File: config.mk
export PLATFORM = sky130hd
export DESIGN_NAME = fft_result_capture_flat
export DESIGN_NICKNAME = d
export VERILOG_FILES = /design/src/rtl/fft_result_capture_if.sv /design/src/rtl/fft_result_capture.sv /design/src/flat_wrapper.sv
export SDC_FILE = /design/constraint.sdc
export NUM_CORES = 2
export LEC_CHECK = 0
export ABC_CLOCK_PERIOD_IN_PS = 6200
export CAP_MARGIN = 30
export CORE_MARGIN = 1
export CORE_UTILIZATION = 40
export DETAILED_ROUTE_END_ITERATION = 7
export SLEW_MARGIN = 20
export SYNTH_ARGS = -nofsm -noshare
export SYNTH_HDL_FRONTEND = slang
export SYNTH_SLANG_ARGS = --single-unit
File: constraint.sdc
create_clock -name clk_50m -period 6.2 [get_ports clk_50m]
set_input_delay 0.93 -clock clk_50m [delete_from_list [all_inputs] [get_ports clk_50m]]
set_output_delay 0.93 -clock clk_50m [all_outputs]
set_load 0.01 [all_outputs]
File: src/rtl/fft_result_capture_if.sv
// FFT source-stream bundle: the FFT drives data/framing, the capture sink drives ready.
interface fft_result_capture_if #(
  parameter int DATA_W = 16
);
  logic                     fft_src_valid;
  logic                     fft_src_sop;
  logic                     fft_src_eop;
  logic signed [DATA_W-1:0] fft_src_real;
  logic signed [DATA_W-1:0] fft_src_imag;
  logic                     fft_src_ready;

  modport master (
    output fft_src_valid, fft_src_sop, fft_src_eop, fft_src_real, fft_src_imag,
    input  fft_src_ready
  );
  modport slave (
    input  fft_src_valid, fft_src_sop, fft_src_eop, fft_src_real, fft_src_imag,
    output fft_src_ready
  );
endinterface

File: src/rtl/fft_result_capture.sv
// FFT output sink: checks frame framing, stores |re|+|im| of the lower half-spectrum
// into a ping-pong buffer and hands completed frames to the LCD renderer.
module fft_result_capture #(
  parameter int N_POINTS = 128,
  parameter int DATA_W   = 16,
  parameter int ADDR_W   = 6
) (
  input  logic                clk_50m,
  input  logic                rst_n,
  fft_result_capture_if.slave src,
  input  logic                disp_busy,
  input  logic [ADDR_W-1:0]   rd_addr,
  output logic [DATA_W:0]     rd_data,
  output logic                frame_done,
  output logic                frame_err,
  output logic [7:0]          drop_cnt
);
  typedef enum logic [1:0] {IDLE, RECV, COMMIT} state_t;

  typedef struct packed {
    logic              vld;
    logic [ADDR_W-1:0] addr;
    logic [DATA_W-1:0] mre;
    logic [DATA_W-1:0] mim;
  } s1_t;

  localparam logic [ADDR_W:0] LAST = (ADDR_W+1)'(N_POINTS-1);
  localparam logic [ADDR_W:0] ONE  = (ADDR_W+1)'(1);
  localparam logic [ADDR_W:0] TWO  = (ADDR_W+1)'(2);

  state_t          state, state_nxt;
  logic [ADDR_W:0] cnt, cnt_nxt, idx;
  logic            run_q, wr_bank, have_frame;
  logic            acc, take, swap, drop;
  s1_t             s1;
  logic [DATA_W:0] mem [N_POINTS];

  // Unsigned magnitude; the most negative input maps to 2^(DATA_W-1) exactly.
  function automatic logic [DATA_W-1:0] mag(input logic [DATA_W-1:0] x);
    mag = x[DATA_W-1] ? -x : x;
  endfunction

  assign src.fft_src_ready = run_q && (state != COMMIT);
  assign acc               = src.fft_src_valid && src.fft_src_ready;
  assign frame_done        = swap;

  always_comb begin
    state_nxt = state;
    cnt_nxt   = cnt;
    idx       = '0;
    take      = 1'b0;
    frame_err = 1'b0;
    swap      = 1'b0;
    drop      = 1'b0;
    case (state)
      IDLE: if (acc && src.fft_src_sop) begin
        if (src.fft_src_eop) frame_err = 1'b1;
        else begin
          take      = 1'b1;
          cnt_nxt   = ONE;
          state_nxt = RECV;
        end
      end
      RECV: if (acc) begin
        if (src.fft_src_sop) begin
          frame_err = 1'b1;
          if (src.fft_src_eop) begin
            state_nxt = IDLE;
            cnt_nxt   = '0;
          end else begin
            take    = 1'b1;
            cnt_nxt = ONE;
          end
        end else begin
          take = 1'b1;
          idx  = cnt;
          if (src.fft_src_eop && cnt == LAST) begin
            state_nxt = COMMIT;
            cnt_nxt   = '0;
          end else if (src.fft_src_eop || cnt == LAST) begin
            frame_err = 1'b1;
            state_nxt = IDLE;
            cnt_nxt   = '0;
          end else cnt_nxt = cnt + ONE;
        end
      end
      COMMIT: begin
        // Two drain cycles, then the swap/drop decision in the third.
        if (cnt == TWO) begin
          swap      = !disp_busy;
          drop      = disp_busy;
          state_nxt = IDLE;
          cnt_nxt   = '0;
        end else cnt_nxt = cnt + ONE;
      end
      default: begin
        state_nxt = IDLE;
        cnt_nxt   = '0;
      end
    endcase
  end

  always_ff @(posedge clk_50m or negedge rst_n) begin
    if (!rst_n) begin
      state      <= IDLE;
      cnt        <= '0;
      run_q      <= 1'b0;
      wr_bank    <= 1'b0;
      have_frame <= 1'b0;
      drop_cnt   <= '0;
      s1         <= '0;
      rd_data    <= '0;
    end else begin
      state    <= state_nxt;
      cnt      <= cnt_nxt;
      run_q    <= 1'b1;
      s1.vld   <= take && !idx[ADDR_W];
      s1.addr  <= idx[ADDR_W-1:0];
      s1.mre   <= mag(src.fft_src_real);
      s1.mim   <= mag(src.fft_src_imag);
      if (swap) begin
        wr_bank    <= ~wr_bank;
        have_frame <= 1'b1;
      end
      if (drop && drop_cnt != 8'hff) drop_cnt <= drop_cnt + 8'd1;
      // Display bank is always the one not being written.
      rd_data <= have_frame ? mem[{~wr_bank, rd_addr}] : '0;
    end
  end

  always_ff @(posedge clk_50m) begin
    if (s1.vld) mem[{wr_bank, s1.addr}] <= {1'b0, s1.mre} + {1'b0, s1.mim};
  end
endmodule
File: src/flat_wrapper.sv
// flat-port wrapper written by rule: the top's interface ports become plain ports
module fft_result_capture_flat 
#(
  parameter int N_POINTS = 128,
  parameter int DATA_W   = 16,
  parameter int ADDR_W   = 6
)
  (clk_50m, rst_n, disp_busy, rd_addr, rd_data, frame_done, frame_err, drop_cnt, src_fft_src_valid, src_fft_src_sop, src_fft_src_eop, src_fft_src_real, src_fft_src_imag, src_fft_src_ready);
  fft_result_capture_if #(.DATA_W(DATA_W)) src_i ();
  input  logic clk_50m;
  input  logic rst_n;
  input  logic disp_busy;
  input  logic [ADDR_W-1:0] rd_addr;
  output logic [DATA_W:0] rd_data;
  output logic frame_done;
  output logic frame_err;
  output logic [7:0] drop_cnt;
  input wire logic [$bits(src_i.fft_src_valid)-1:0] src_fft_src_valid;
  input wire logic [$bits(src_i.fft_src_sop)-1:0] src_fft_src_sop;
  input wire logic [$bits(src_i.fft_src_eop)-1:0] src_fft_src_eop;
  input wire logic [$bits(src_i.fft_src_real)-1:0] src_fft_src_real;
  input wire logic [$bits(src_i.fft_src_imag)-1:0] src_fft_src_imag;
  output wire logic [$bits(src_i.fft_src_ready)-1:0] src_fft_src_ready;
  assign src_i.fft_src_valid = src_fft_src_valid;
  assign src_i.fft_src_sop = src_fft_src_sop;
  assign src_i.fft_src_eop = src_fft_src_eop;
  assign src_i.fft_src_real = src_fft_src_real;
  assign src_i.fft_src_imag = src_fft_src_imag;
  assign src_fft_src_ready = src_i.fft_src_ready;
  fft_result_capture #(.N_POINTS(N_POINTS), .DATA_W(DATA_W), .ADDR_W(ADDR_W)) u_core (.clk_50m(clk_50m), .rst_n(rst_n), .src(src_i), .disp_busy(disp_busy), .rd_addr(rd_addr), .rd_data(rd_data), .frame_done(frame_done), .frame_err(frame_err), .drop_cnt(drop_cnt));
endmodule
==> results.yml <==
setup_path:
  worstPathRequired_ns: 6.74
  endpoint_kind: "register"
  crit_arrival_ns: 4.70
  path_class: "register to register"
  path_max_fanout: 48
  cp-start-kind: "register"
route:
  via_per_inst: 5.74
  drtIter0Drc: 5010
  routed_wl_microns: 215000
  ant_nets: 0
  via_count: 42700
  drc: 0
  wl_per_cell_microns: 28.9
  drt_pass1_iterations: 7
clock_tree:
  insertion_delay_ns: 0.85
  ctsHoldBuffers: 1
  cts_max_level: 4
  cts_tree: "built"
  cts_num_sinks: 2252
  numCtsBuffers: 213
  cts.repair.resized: 0
  clk_pin_slew_ns: 0.06
  cts_buffer_depth: 3
  cts_root_buffer: "clkbuf_16"
  cts_setup_buffers: 0
synthesis:
  post_synth_num_cell_types: 55
  yosysWarnings: 0
  synth_top_area_cell: "edfxtp_1"
  ys_seq_area_frac: 0.774
  netlist_area_sq_um: 86800
  avgSynthCellArea_sq_um: 21.1
  synth_seq_cells: 2252
  synthCells: 4117
  synth-main-ff-cell: "edfxtp_1"
  yosysTopAreaCellShare: 0.752
  synth_edf_count: 2176
  yosys-top-cells-area: "edfxtp_1, mux4_2, mux2i_1"
  yosysMostFrequentCell: "edfxtp_1"
  synth_common_cells: "edfxtp_1, mux4_2, mux2i_1"
  syn_nets: 4185
  async_reset_ff_frac: 0.0337
power_and_ir_drop:
  finalPower_mw: 34.5
  p_leak_nw: 31.5
  vdd_ir_drop_max_mv: 0.303
  p_per_area_nw_per_um2: 347
sta:
  max_slew_margin: 0.314
  layout_min_cycle_time_ns: 4.15
  fmax_mhz: 241
  period_share: 0.670
  setup_viol: 0
  skew_ns: 0.0453
  slew_violations: 0
  finalSetupTns_ns: 0
  worstMarginPinSlew_ns: 1.03
  rsz0062_at_grt: "false"
  final-hold-violation-count: 0
grt:
  grt_pass1_wl_microns: 309000
  gr-usage-all-layers: 0.196
  grt_pass1_vias: 42400
  grt-ovfl-total: 0
  antenna_found_initial: 3
  grt_max_degree: 129
finish:
  nNetsFinal: 4482
  drive_above_1_share: 0.241
  area_growth_syn_to_layout_pct: 14.5
  post_layout_nonfiller_instances: 7436
floorplan:
  die_area_sq_um: 219000
  die_y_microns: 468
  initial_core_util: 0.403
  die_w_microns: 468
  coreArea_sq_um: 215000
  rows: 170
  ioPinCount: 72
worst_hold_path:
  worst_hold_path_type: "primary input to async pin"
run:
  max_cap_violations: 0
placed_design:
  place_congestion: 0.832
  io_buffers: 71
  dp_hpwl_microns: 129000
  placedCellCount: 7030
run_status:
  status: "finished, final reports clean"
where the power goes:
group	switching, mW	leakage [nW]	internal [mW]
clock network	5.63	3.33	7.12
registers	0.0537	20.4	18.2
logic	2.66	7.78	0.788
total	8.34	31.5	26.2
routing by layer:
metal | vias to the layer above | GRT usage | part of all wire
met5 | - | 0 | 0
met4 | 0 | 0.0538 | 0.025
met3 | 271 | 0.0336 | 0.076
met2 | 1694 | 0.301 | 0.47
met1 | 22800 | 0.289 | 0.43
li1 | 17900 | - | -
metrics by stage:
stage               utilization  area (sq um)  hold slack [ns]  worst slack, ns
floorplan                     -         86800            0.446            0.138
global placement          0.428         92200            0.479             1.78
detailed placement        0.430         92500            0.483             1.72
CTS                       0.461         99300            0.409             1.94
global route              0.462         99400            0.450             1.77
finish                    0.462         99400            0.475             2.05
worst paths after layout:
kind	start	to	slack [ns]	depth (start not counted)
min in group clk_50m	u_core.drop_cnt[7]	u_core.drop_cnt[7]	0.50	1
max in group asynchronous	rst_n	u_core.rd_data[3]	4.85	4
hold / removal	rst_n	u_core.s1[28]	0.48	2
setup reg to reg	u_core.s1[16]	u_core.mem[13][12]	2.05	9
setup / recovery	u_core.s1[16]	u_core.mem[13][12]	2.05	9
hold reg to reg	u_core.drop_cnt[7]	u_core.drop_cnt[7]	0.50	1
worst max-delay path, cell delays in order, from the launching register on:
cell and delay (ns):
dfrtp_1 0.40, ha_4 0.18, fa_4 0.48, a21o_1 0.18
a21oi_1 0.27, nor2b_1 0.12, o22ai_1 0.44, o21ai_0 0.33
xor2_4 0.77, buf_4 0.61
state kept, by name, indices dropped and copies added, names as in the netlist:
| register | count |
|---|---|
| u_core.mem | 2176 |
| u_core.wr_bank | 1 |
| u_core.rd_data | 17 |
| u_core.s1 | 39 |
| u_core.have_frame | 1 |
| u_core.run_q | 1 |
| u_core.drop_cnt | 8 |
| u_core.cnt | 7 |
| u_core.state | 2 |
placed cells by master (no fill, tap or decap), types with 51 or more instances in the layout:
cell type	instances
edfxtp_1	2176
mux4_2	441
mux2i_1	241
clkbuf_16	216
buf_4	196
nor2_1	105
nand2_1	88
a211oi_1	87
dfrtp_1	76
o22ai_1	69
a22oi_1	69
clkdlybuf4s50_1	65
nor2_2	55
clkinv_1	52
o221ai_1	51
cells by family after synthesis:
logic type               after synthesis  synth area share
flip-flops                          2252             0.774
multiplexers                         717             0.147
AO/OA/AOI/OAI                        451            0.0379
AND/OR/NAND/NOR                      390            0.0205
buffers and inverters                238            0.0125
XOR/XNOR                              44           0.00444
adder cells (fa/ha/maj)               24           0.00354
other                                  1         0.0000432
layout make-up:
type                            count  area, sq um
Inverter                           14         52.6
Antenna cell                        4         10.0
Clock buffer                      265         5640
Timing Repair Buffer              306         2870
Clock inverter                    130         1150
Sequential cell                  2252        67200
Multi-Input combinational cell   1627        18900
Tap cell                         2838         3550
Fill cell                       17900       116000
No activity file was read; power rests on OpenSTA's default activity.
